**src/rtl/coherence_bus_ctrl.sv**
```systemverilog
// Two-core MSI coherence bus controller: round-robin arbitration, one-cycle snoop,
// word-beat block loads, evictions, and cache-to-cache transfer with RAM writeback.
module coherence_bus_ctrl #(
  parameter int CPUS        = 2,
  parameter int BLOCK_WORDS = 2
) (
  input  logic                  CLK,
  input  logic                  nRST,
  input  logic [CPUS-1:0]       dREN,
  input  logic [CPUS-1:0]       dWEN,
  input  logic [CPUS-1:0][31:0] daddr,
  input  logic [CPUS-1:0][31:0] dstore,
  input  logic [CPUS-1:0]       cctrans,
  input  logic [CPUS-1:0]       ccwrite,
  output logic [CPUS-1:0]       dwait,
  output logic [CPUS-1:0][31:0] dload,
  output logic [CPUS-1:0]       ccwait,
  output logic [CPUS-1:0]       ccinv,
  output logic [CPUS-1:0][31:0] ccsnoopaddr,
  output logic                  ramREN,
  output logic                  ramWEN,
  output logic [31:0]           ramaddr,
  output logic [31:0]           ramstore,
  input  logic [31:0]           ramload,
  input  logic [1:0]            ramstate
);

  localparam int BEAT_W = (BLOCK_WORDS > 1) ? $clog2(BLOCK_WORDS) : 1;
  localparam logic [1:0] RAM_ACCESS = 2'd2;

  typedef enum logic [2:0] {IDLE, SNOOP, LOAD, C2C, WB} state_e;

  state_e            state, state_next;
  logic              req, req_next;
  logic              prio, prio_next;
  logic [BEAT_W-1:0] beat, beat_next;

  logic [CPUS-1:0] want;
  logic            grant;
  logic            oth;
  logic            access;
  logic            last;

  // A read miss always arrives with cctrans, so dREN carries no extra information here.
  logic unused_dren;
  assign unused_dren = ^dREN;

  assign want   = dWEN | cctrans;
  assign oth    = ~req;
  assign access = (ramstate == RAM_ACCESS);
  assign last   = (beat == BEAT_W'(BLOCK_WORDS - 1));

  // Both requesting: favoured core wins; otherwise the lone requester.
  assign grant = want[1] & (~want[0] | prio);

  always_ff @(posedge CLK or negedge nRST) begin
    if (!nRST) begin
      state <= IDLE;
      req   <= 1'b0;
      prio  <= 1'b0;
      beat  <= '0;
    end else begin
      // NOTE: non-blocking assignments so every register samples the pre-edge values.
      state <= state_next;
      req   <= req_next;
      prio  <= prio_next;
      beat  <= beat_next;
    end
  end

  always_comb begin
    // NOTE: every output of this block gets a default first, so no path infers a latch.
    state_next = state;
    req_next   = req;
    prio_next  = prio;
    beat_next  = beat;
    unique case (state)
      IDLE: begin
        if (|want) begin
          req_next   = grant;
          state_next = cctrans[grant] ? SNOOP : WB;
        end
      end
      SNOOP: state_next = ccwrite[oth] ? C2C : LOAD;
      LOAD, C2C, WB: begin
        if (access) begin
          if (last) begin
            state_next = IDLE;
            beat_next  = '0;
            prio_next  = ~req;
          end else begin
            beat_next = beat + 1'b1;
          end
        end
      end
      default: state_next = IDLE;
    endcase
  end

  always_comb begin
    dwait       = '1;
    dload       = '0;
    ccwait      = '0;
    ccinv       = '0;
    ccsnoopaddr = '0;
    ramREN      = 1'b0;
    ramWEN      = 1'b0;
    ramaddr     = '0;
    ramstore    = '0;

    // The snoop stays visible to the other cache for the whole bus transaction.
    if (state == SNOOP || state == LOAD || state == C2C) begin
      ccwait[oth]      = 1'b1;
      ccinv[oth]       = ccwrite[req];
      ccsnoopaddr[oth] = daddr[req];
    end

    unique case (state)
      LOAD: begin
        ramREN     = 1'b1;
        ramaddr    = daddr[req];
        dload[req] = ramload;
        if (access) dwait[req] = 1'b0;
      end
      C2C: begin
        // Snooper's dirty word goes to RAM and to the requester in the same beat.
        ramWEN     = 1'b1;
        ramaddr    = daddr[oth];
        ramstore   = dstore[oth];
        dload[req] = dstore[oth];
        if (access) dwait = '0;
      end
      WB: begin
        ramWEN   = 1'b1;
        ramaddr  = daddr[req];
        ramstore = dstore[req];
        if (access) dwait[req] = 1'b0;
      end
      default: ;
    endcase
  end

endmodule

```
**config.mk**
```make
export PLATFORM = sky130hd
export DESIGN_NAME = coherence_bus_ctrl
export DESIGN_NICKNAME = d
export VERILOG_FILES = /design/src/rtl/coherence_bus_ctrl.sv
export SDC_FILE = /design/constraint.sdc
export NUM_CORES = 1
export LEC_CHECK = 0
export ABC_AREA = 1
export CORE_AREA = 3 3 143 145
export CTS_BUF_LIST = sky130_fd_sc_hd__clkbuf_8 sky130_fd_sc_hd__clkbuf_16
export CTS_CLUSTER_SIZE = 10
export DETAILED_ROUTE_END_ITERATION = 10
export DIE_AREA = 0 0 146 148
export PLACE_DENSITY = 0.61
export SYNTH_ARGS = -nofsm -noshare
export SYNTH_HDL_FRONTEND = slang
export SYNTH_SLANG_ARGS = --single-unit
```
**constraint.sdc**
```tcl
create_clock -name CLK -period 3.95 [get_ports CLK]
set_input_delay 0.395 -clock CLK [delete_from_list [all_inputs] [get_ports CLK]]
set_output_delay 0.395 -clock CLK [all_outputs]
set_load 0.02 [all_outputs]
```
Word level (Yosys, flattened, before mapping)
Cells that the tools add are included.

storage, ports and cells
  output and inout bits = 200
  flip-flop bits (word level) = 6
  word-level logic and storage cells = 81

cells by class
  mux-type cells = 40
  reduce and logical (&&, ||, !) cells = 13
  equality and inequality tests = 8
  bitwise operators = 10
  $add $sub $neg = 1
  order comparisons = 5

operator list
  cell                  number
  $mux W32              10
  $and A64 B64 Y64      3
  $pmux W32 S2          2
  $pmux W64 S2          1
  $demux W32 S1         2
  $mux W64              1
  $mux W1               12
  $mux W3               4
  $pmux W3 S3           1
  $mux W2               4
  $eq A3 B2 Y1 const B  2
  $lt A1 B2 Y1 const B  3
  $ne A2 B2 Y1 const B  3
  $reduce_and A3 Y1     2
  $reduce_or A2 Y1      3
  $pmux W2 S2           1
  $reduce_and A2 Y1     2
  $eq A3 B1 Y1 const B  1
  $eq A3 B3 Y1 const B  1
  $logic_not A3 Y1      1
  $reduce_or A3 Y1      1
  $and A2 B2 Y2         1
  $demux W1 S1          2
  $eq A2 B2 Y1 const B  1
  other kinds (9)       13

Depth between registers and ports, before layout
Gate-level depths: netlist of the first run.

  depth after elaboration = 9
  depth in mapped cells = 10
  depth with buffers taken out = 8

Worst setup path after synthesis of the first run
Ideal clock, no wire load.

  path kind = register to output
  start = reg state[0]
  end = out ccsnoopaddr[0] (netlist bit)
  cell stages (with the launch flop) = 9
  data required time = 3.555 ns
  path slack = 2.049 ns
  arrival = 1.506 ns
  path through = dfrtp_1 > buf_2 > nor2_2 > nor2_1 > inv_2 > nor2_2 > inv_1 > buf_6 > nor2_1

RTL lines
  element                 RTL line  RTL
  from (decl)             33        state_e state, state_next;
  from (signal assigned)  64        state <= state_next;
  to (decl)               19        output logic [CPUS-1:0][31:0] ccsnoopaddr,

Worst setup path in the final report of the first run
  start = reg state[0]
  end = out ramstore[14]

between the ends
  cells in the longest elaborated chain, start to end = 2
  elaborated cells on any way between the ends = 3

ends and longest elaborated chain
  element                                              RTL line  RTL
  $eq A3 B3 Y1 / $eq A3 B2 Y1 (equally long branches)  118       unique case (state)
  $pmux W32 S2 (*)                                     118
  to (decl)                                            23        output logic [31:0] ramstore,

Every way passes the cells marked *; elsewhere a longest branch is shown, timed or not.

==> results of run 1 <==
area by class of cell:
class / count / area (µm²)
inverters: 60 / 233
fillers: 2092 / 11900
clock buffers: 3 / 75.1
flip-flops and latches: 6 / 154
repair buffers: 383 / 3840
multi-input cells: 576 / 2820
well taps: 265 / 332
clock inverters: 1 / 3.75
critical path, cell delays in order, from the launching register on:
cell and delay [ps]:
dfrtp_1 490, nor2_2 190, nand2_2 260, inv_1 600, buf_4 240, o21ai_0 80, o22ai_1 150, clkdlybuf4s50_1 640
through the flow:
stage,util (%),instance area (µm²),std cells,hold slack (ps),setup slack (ps)
2_1_floorplan,-,3580,704,99.4,2050
3_3_place_gp,38.1,7370,1290,461,844
3_5_place_dp,38.1,7370,1290,464,827
4_1_cts,38.5,7450,1294,421,559
5_1_grt,38.5,7450,1294,432,453
6_report,38.5,7450,1294,410,661
cells in the mapped netlist, types with 3 or more instances:
cell type  count  area share [%]
nand2_2       17             3.0
or2_2         17             3.0
o21ai_0      144              20
or2_1          4            0.70
buf_6          7             2.2
inv_4          3            0.52
a22o_1        22             5.4
o21ai_1       13             1.8
o22ai_1       32             5.6
buf_4          3            0.63
dfrtp_1        6             4.2
a21oi_1       10             1.4
o21ai_2       21             5.1
inv_1         53             5.6
inv_2          4            0.42
clkbuf_1      23             2.4
nor2_1       159              17
nand2_1      125              13
buf_2         24             3.4
buf_12         3             1.7
power by group through the flow:
stage | clock [mW] | combinational, mW | sequential, mW
2_1_floorplan | 0 | 2.38 | 0.108
3_3_place_gp | 0 | 4.02 | 0.165
3_5_place_dp | 0 | 4.03 | 0.168
4_1_cts | 0.168 | 4.05 | 0.168
5_1_grt | 0.173 | 4.31 | 0.176
6_report | 0.166 | 4.00 | 0.168
path summary, 6_finish.rpt:
kind / from / to / slack (ps) / cells after the start
max in group asynchronous: nRST / req$_DFFE_PN0P_ / 3300 / 1
min in group CLK: beat$_DFFE_PN0P_ / beat$_DFFE_PN0P_ / 470 / 1
worst max register to register: req$_DFFE_PN0P_ / state[0]$_DFFE_PN0P_ / 2250 / 5
worst min register to register: beat$_DFFE_PN0P_ / beat$_DFFE_PN0P_ / 470 / 1
worst max-delay path: state[0]$_DFFE_PN0P_ / ramstore[14] / 660 / 7
worst min-delay path: nRST / state[0]$_DFFE_PN0P_ / 410 / 1
layer usage:
layer / part of all wire [%] / up-vias / global-route usage [%]
li1: - / 2960 / -
met5: 0 / - / 0
met2: 49 / 281 / 32.6
met3: 8.7 / 19 / 4.57
met1: 40 / 2631 / 21.0
met4: 1.8 / 0 / 3.25
registers in the layout (all words and copies together) (netlist names):
signal / flops
prio: 1
state: 3
beat: 1
req: 1
logic make-up after synthesis:
| logic type | after synthesis | share of synthesized area (%) |
|---|---|---|
| AO/OA/AOI/OAI | 244 | 39.9 |
| AND/OR/NAND/NOR | 331 | 38.6 |
| flip-flops | 6 | 4.19 |
| buffers and inverters | 122 | 17.1 |
| XOR/XNOR | 1 | 0.245 |
==> impl_metrics.env, run 1 <==
export IMPL_layout_nets=1202
export IMPL_start_util_pct=18.5
export IMPL_p_int_mw=1.87
export IMPL_required_ps=3560
export IMPL_switching_share_pct=56.8
export IMPL_p_switching_mw=2.46
export IMPL_die_h_um=148
export IMPL_holdBufCountCts=0
export IMPL_end_kind="primary output"
export IMPL_seq_area_frac_synth_pct=4.19
export IMPL_grt_pass1_wl_um=31400
export IMPL_seqPwrFrac_pct=3.9
export IMPL_setup_violations=0
export IMPL_ys_seq_elements=6
export IMPL_synth_distinct_cells=31
export IMPL_status="completed"
export IMPL_htree_num_levels=1
export IMPL_finClkSkew_ps=0.962
export IMPL_power_density_nw_per_um2=582
export IMPL_power_leakage_nw=2.93
export IMPL_drt_iter0_markers=252
export IMPL_fmax_ghz=0.304
export IMPL_die_area_um2=21600
export IMPL_pwr_share_clk_pct=3.8
export IMPL_core_area_um2=19300
export IMPL_cts_setup_buffers=0
export IMPL_cts_resized=0
export IMPL_power_total_mw=4.34
export IMPL_place_hpwl_um=16700
export IMPL_grt_use_total_pct=17.7
export IMPL_critical_path_arrival_ps=2890
export IMPL_num_vias=5891
export IMPL_rsz0062_at_grt="false"
export IMPL_firstDrtPassIters=4
export IMPL_synth_top_flop_cell="dfrtp_1"
export IMPL_drt_total_wl_um=20900
export IMPL_maxCapViolCount=0
export IMPL_drc=0
export IMPL_postSynthAreaPerCell_um2=5.08
export IMPL_setup_tns_ps=0
export IMPL_ios=372
export IMPL_wl_per_cell_um=16.1
export IMPL_finalWorstPathRequiredPeriod_ps=3290
export IMPL_area_growth_syn_to_layout_pct=108
export IMPL_cts_root_buf="clkbuf_16"
export IMPL_numCtsBuffers=3
export IMPL_num_rows=51
export IMPL_final_cell_mix="clkdlybuf4s50_1, nor2_1, o21ai_0, nand2_1, inv_1"
export IMPL_final_common_cell="clkdlybuf4s50_1"
export IMPL_synth_area_um2=3580
export IMPL_slew_violations=0
export IMPL_final_antenna_net_count=0
export IMPL_routed_via_density=4.55
export IMPL_critPathKind="flop to primary output"
export IMPL_grt_max_degree=61
export IMPL_clock_sinks=6
export IMPL_cp_max_fo=18
export IMPL_die_w_um=146
export IMPL_cts_tree="built"
export IMPL_tightest_slew_ps=679
export IMPL_cts_clk_slew_worst_paths_ps=30
export IMPL_cts_max_path_buffers=2
export IMPL_gp_congestion=0.844
export IMPL_syn_nets=876
export IMPL_grt_antenna_before_repair=0
export IMPL_netlist_instances=704
export IMPL_clkLatencyLatePin_ps=230
export IMPL_grt_ovfl_total=0
export IMPL_placement_io_buffers=369
export IMPL_synth_edf_count=0
export IMPL_hold_violations=0
export IMPL_async_reset_ff_share_pct=100
export IMPL_maxSlewHeadroom_pct=54.7
export IMPL_final_layout_size_suffix_gt1_share_pct=8.26
export IMPL_min_path_type="primary input to asynchronous set/reset pin"
export IMPL_min_period_over_period_pct=83.3
export IMPL_start_kind="flop"
export IMPL_grt_pass1_vias=5635
export IMPL_combinationalPowerShare_pct=92.3
export IMPL_ir_drop_mv=0.213
export IMPL_yosys_warnings=0
export IMPL_antennaDiodeCount=0
(Power assumes the default switching activity.)
==> run 2: changes to the inputs <==
- CORE_AREA: 3 3 143 145 -> 3 3 142 144
- DIE_AREA: 0 0 146 148 -> 0 0 145 147
- PLACE_DENSITY: 0.61 -> 0.63
- clock period: 3.95 -> 2.9 ns (I/O delays scaled with it)
==> impl_metrics.env, run 2 (synthesis results as in run 1) <==
export IMPL_status="completed"
export IMPL_num_rows=50
export IMPL_grt_ovfl_total=0
export IMPL_ios=372
export IMPL_wl_per_cell_um=16.4
export IMPL_pre_cts_ws_ps=387
export IMPL_grt_antenna_before_repair=1
export IMPL_switching_share_pct=56.1
export IMPL_final_layout_size_suffix_gt1_share_pct=8.80
export IMPL_cts_clk_slew_worst_paths_ps=40
export IMPL_start_util_pct=19.0
export IMPL_die_h_um=147
export IMPL_fmax_ghz=0.362
export IMPL_area_growth_syn_to_layout_pct=110
export IMPL_cts_root_buf="clkbuf_16"
export IMPL_required_ps=2610
export IMPL_final_cell_mix="clkdlybuf4s50_1, nor2_1, o21ai_0, nand2_1, inv_1"
export IMPL_firstDrtPassIters=4
export IMPL_top_register="state"
export IMPL_clock_sinks=6
export IMPL_gp_congestion=0.837
export IMPL_combinationalPowerShare_pct=93.1
export IMPL_core_area_um2=18800
export IMPL_final_antenna_net_count=0
export IMPL_power_density_nw_per_um2=798
export IMPL_grt_max_degree=63
export IMPL_num_vias=5889
export IMPL_grt_use_total_pct=18.2
export IMPL_end_kind="primary output"
export IMPL_hold_violations=0
export IMPL_cts_tree="built"
export IMPL_p_int_mw=2.63
export IMPL_grt_pass1_wl_um=31700
export IMPL_min_path_type="primary input to asynchronous set/reset pin"
export IMPL_drt_total_wl_um=21200
export IMPL_cts_max_path_buffers=2
export IMPL_placement_io_buffers=369
export IMPL_clkLatencyLatePin_ps=230
export IMPL_drc=0
export IMPL_seqPwrFrac_pct=3.1
export IMPL_ir_drop_mv=0.397
export IMPL_holdBufCountCts=0
export IMPL_htree_num_levels=1
export IMPL_setup_ws_ps=140
export IMPL_grt_pass1_vias=5638
export IMPL_critPathKind="flop to primary output"
export IMPL_p_switching_mw=3.37
export IMPL_final_common_cell="clkdlybuf4s50_1"
export IMPL_maxCapViolCount=0
export IMPL_setup_violations=0
export IMPL_routed_via_density=4.55
export IMPL_drt_iter0_markers=285
export IMPL_pwr_share_clk_pct=3.9
export IMPL_min_period_over_period_pct=95.2
export IMPL_finalWorstPathRequiredPeriod_ps=2760
export IMPL_numCtsBuffers=3
export IMPL_maxSlewHeadroom_pct=49.3
export IMPL_power_total_mw=6.00
export IMPL_setup_tns_ps=0
export IMPL_tightest_slew_ps=753
export IMPL_largest_reg_flops=3
export IMPL_rsz0062_at_grt="false"
export IMPL_finClkSkew_ps=6.59
export IMPL_nFillCells=1986
export IMPL_critical_path_arrival_ps=2470
export IMPL_cp_max_fo=19
export IMPL_slew_violations=0
export IMPL_power_leakage_nw=2.97
export IMPL_start_kind="flop"
export IMPL_place_hpwl_um=17200
export IMPL_antennaDiodeCount=0
export IMPL_die_area_um2=21300
export IMPL_die_w_um=145
export IMPL_layout_nets=1207
[run 2: final timing paths]
| check | start | endpoint | cells after the start | slack, ps |
|---|---|---|---|---|
| max | state[0]$_DFFE_PN0P_ | ramstore[6] | 7 | 140 |
| min | nRST | req$_DFFE_PN0P_ | 1 | 310 |
| max reg2reg | state[0]$_DFFE_PN0P_ | state[1]$_DFFE_PN0P_ | 7 | 1510 |
| min reg2reg | beat$_DFFE_PN0P_ | beat$_DFFE_PN0P_ | 1 | 470 |
| max in group asynchronous | nRST | req$_DFFE_PN0P_ | 1 | 2320 |
| min in group CLK | beat$_DFFE_PN0P_ | beat$_DFFE_PN0P_ | 1 | 470 |
[run 2: critical path: stages, from the launching register on]
cell and delay (ps):
dfrtp_1 500, nor2_2 190, nand2_2 110, inv_1 100
buf_4 220, o21ai_0 110, o22ai_1 310, clkdlybuf4s50_1 680
[run 2: timing repair]
| item | in CTS | in global routing |
|---|---|---|
| setup endpoints to repair | 0 | 2 |
| setup buffers | 0 | 0 |
| gates resized for setup | 0 | 1 |
[run 2: final cells by class]
type	count	area, µm²	area share [%]
Clock buffer	3	75.1	0.998
Tap cell	260	325	4.33
Multi-Input combinational cell	576	2820	37.5
Sequential cell	6	154	2.05
Clock inverter	1	3.75	0.0499
Inverter	60	235	3.13
Timing Repair Buffer	388	3910	52.0
[run 2: power groups by stage]
| stage | Combinational, mW | Sequential, mW | Clock (mW) |
|---|---|---|---|
| 2_1_floorplan | 3.24 | 0.147 | 0 |
| 3_3_place_gp | 5.61 | 0.180 | 0 |
| 3_5_place_dp | 5.63 | 0.182 | 0 |
| 4_1_cts | 5.65 | 0.182 | 0.237 |
| 5_1_grt | 6.00 | 0.190 | 0.243 |
| 6_report | 5.59 | 0.183 | 0.232 |
[run 2: stage by stage]
stage / instance area [µm²] / util [%] / std cells / hold slack (ps)
floorplan: 3580 / - / 704 / -5.59
global placement: 7440 / 39.5 / 1290 / 460
detailed placement: 7440 / 39.5 / 1290 / 465
CTS: 7520 / 39.9 / 1294 / 324
global route: 7520 / 39.9 / 1294 / 339
finish: 7520 / 39.9 / 1294 / 314
[run 2: metal layers]
layer	GRT usage, %	vias to the layer above	routed length [µm]
li1	-	2974	-
met1	20.0	2628	8150
met2	34.7	262	10700
met3	4.69	23	1690
met4	4.56	2	558
met5	0	-	13
==> patch (config.mk and constraints of run 2) <==
Change the parameter `BLOCK_WORDS` from 2 to 4.
--- a/src/rtl/coherence_bus_ctrl.sv
+++ b/src/rtl/coherence_bus_ctrl.sv
@@ -4,3 +4,3 @@
   parameter int CPUS        = 2,
-  parameter int BLOCK_WORDS = 2
+  parameter int BLOCK_WORDS = 4
 ) (
Check against the original RTL: not equivalent (Yosys sat finds a counterexample within 4 cycles, from zero or initial values and one cycle with nRST low).
==> patch against run 2 <==
- count of clock-buffer cells in the layout is the same
- power grew 9.7%
- clock skew grew 0.00061 ns
- via count up 0.73%
- wire length shrank 0.77%
- core utilization down 0.14 points
- synthesized area down 2.1%
- design area shrank 0.35%
- first-iteration DRC count rose by 37%
- critical path type unchanged
- setup slack lost 0.096 ns
- sequential cell count increased by 1
- highest routed layer is now met4
- largest cell class unchanged
- sequential share of layout area rose by 0.34 points
- sequential power up 32%
==> patch: results (changes against run 2) <==
- Outcome: finished clean
- Reg power frac: 3.7% (+0.6 points)
- Number of unique standard cell types used by synthesis: 26 (-16%)
- Largest vdd supply drop: 0.000453 V (+14%)
- Portion of the layout cell area used by non-clock buffers: 52.0% (about the same)
- Share of async-settable or async-resettable flops after synthesis: 100% (unchanged)
- Number of H-tree branching levels: 1 (unchanged)
- Count of TritonRoute iterations in the first routing pass: 5 (+1)
- Clock skew after layout: 0.00719 ns (+0.000606 ns)
- Initial DRC Count: 391 (+37%)
- Net switching power of the design: 3.70 mW (+9.9%)
- Worst min-delay path class: input port to async pin
- Synthesized net count: 902 (+3.0%)
- Combined flip-flop and latch cell area: 179 sq um (+16%)
- Vias in the first global route: 5325 (-5.6%)
- R2R cell count: 5 (-2)
- Non-clock inverters: 92 (+53%)
- Top cell types by occurrence after synthesis: sky130_fd_sc_hd__nor2_1 (157), sky130_fd_sc_hd__o21ai_0 (149), sky130_fd_sc_hd__nand2_1 (138)
- Antenna violations before repair: 0 (-1)
- Post-synthesis sequential area ratio: 5.00% (+0.81 points)
- Layout fillers: 2069 (+4.2%)
- Pin count of the biggest net entering global routing: 88 (+40%)
- Length of routed met2 wiring: 10.4 mm (-3.3%)
- Routability-driven placement congestion ratio: 0.929 (+11%)
- HPWL reported at the end of detailed placement: 16.8 mm (-2.6%)
- Multi-In Gates: 570 (-1.0%)
- Layout buffer count excluding clock buffers: 387 (-0.26%)
- Largest cells by area after synthesis: sky130_fd_sc_hd__o21ai_0 (21%), sky130_fd_sc_hd__nor2_1 (17%), sky130_fd_sc_hd__nand2_1 (15%)
- Register-to-register setup slack: 1.47 ns (-0.04 ns)
- First-pass GRT wire length: 31.3 mm (-1.4%)
- Detail Route met3 WL: 1.45 mm (-14%)
- Static leakage power: 3.11 nW (+4.9%)
- Worst-case setup margin in the final layout: 0.0438 ns (-0.0961 ns)
- Wire length after detailed routing: 21.0 mm (-0.77%)
- Max-slew headroom: 55.9% (+6.7 points)
- Largest registers: state (3), beat (2)
- Max Used Layer: met4
- Critical-path maximum fanout: 22 (+3)
- Post-placement worst setup slack: 0.351 ns (-0.0358 ns)
- Ratio of cells with drive above 1 in the final layout: 4.43% (-4.4 points)
- Total area of multi-input combinational cells: 2670 sq um (-5.3%)
- Signal arrival time at the worst endpoint: 2.57 ns (+0.10 ns)
- Yosys warning count: 0 (unchanged)
- Total vias in the final route: 5932 (+0.73%)
- Clock network area share: 1.07% (+0.020 points)
- Sum of routed wire segments on met1: 8.88 mm (+8.9%)
- Max incr delay on CP: 0.56 ns (-0.12 ns)
- Number of sinks driven by the clock tree: 7 (+1)
- Critical-path top delay cell: sky130_fd_sc_hd__dfrtp_4
- Total Nets Final: 1234 (+2.2%)
- Relative contribution of combinational cells to total power: 92.7% (-0.4 points)
- Global-route usage over all layers: 17.9% (-0.24 points)
[patch: changes by cell type in the layout (fill, tap and decap cells not counted), moves of 2 or more]
cell	delta
sky130_fd_sc_hd__nor3_1	+2
sky130_fd_sc_hd__nand2_2	-16
sky130_fd_sc_hd__nand2_1	+13
sky130_fd_sc_hd__nor2_2	-2
sky130_fd_sc_hd__inv_4	-2
sky130_fd_sc_hd__o21ai_0	+2
sky130_fd_sc_hd__buf_12	-4
sky130_fd_sc_hd__nor2_1	-2
sky130_fd_sc_hd__o21ai_2	-20
sky130_fd_sc_hd__inv_1	+34
sky130_fd_sc_hd__o21ai_1	+17
[patch: kinds of logic (layout without fill, tap and decap cells)]
logic type / Yosys count / after routing / synth area share [%]
compound gates: 244 / 244 / 38.7
fa+ha+maj: 1 / 1 / 0.357
buf+inv: 152 / 483 / 18.8
flops: 7 / 7 / 5.00
simple gates: 325 / 325 / 37.1
[patch: final timing paths]
| kind | from | to |
|---|---|---|
| max | req | dload[2] |
| min | nRST | state[0] |
| max reg2reg | req | state[0] |
| min reg2reg | beat[1] | beat[1] |
| max in group asynchronous | nRST | req |
| min in group CLK | beat[1] | beat[1] |
[patch: stage by stage]
step / hold slack, ns / area (sq um) / total power, mW / instances
floorplan: -0.00559 / 3500 / 3.63 / 729
global placement: 0.461 / 7380 / 6.31 / 1315
detailed placement: 0.476 / 7380 / 6.33 / 1315
CTS: 0.336 / 7460 / 6.60 / 1319
global route: 0.363 / 7490 / 7.06 / 1320
finish: 0.327 / 7490 / 6.59 / 1320
[patch: metal layers]
metal  up-vias  track usage, %
li1       3028               -
met3        18            3.18
met4         0            2.52
met1      2657            23.6
met5         -               0
met2       229            31.4
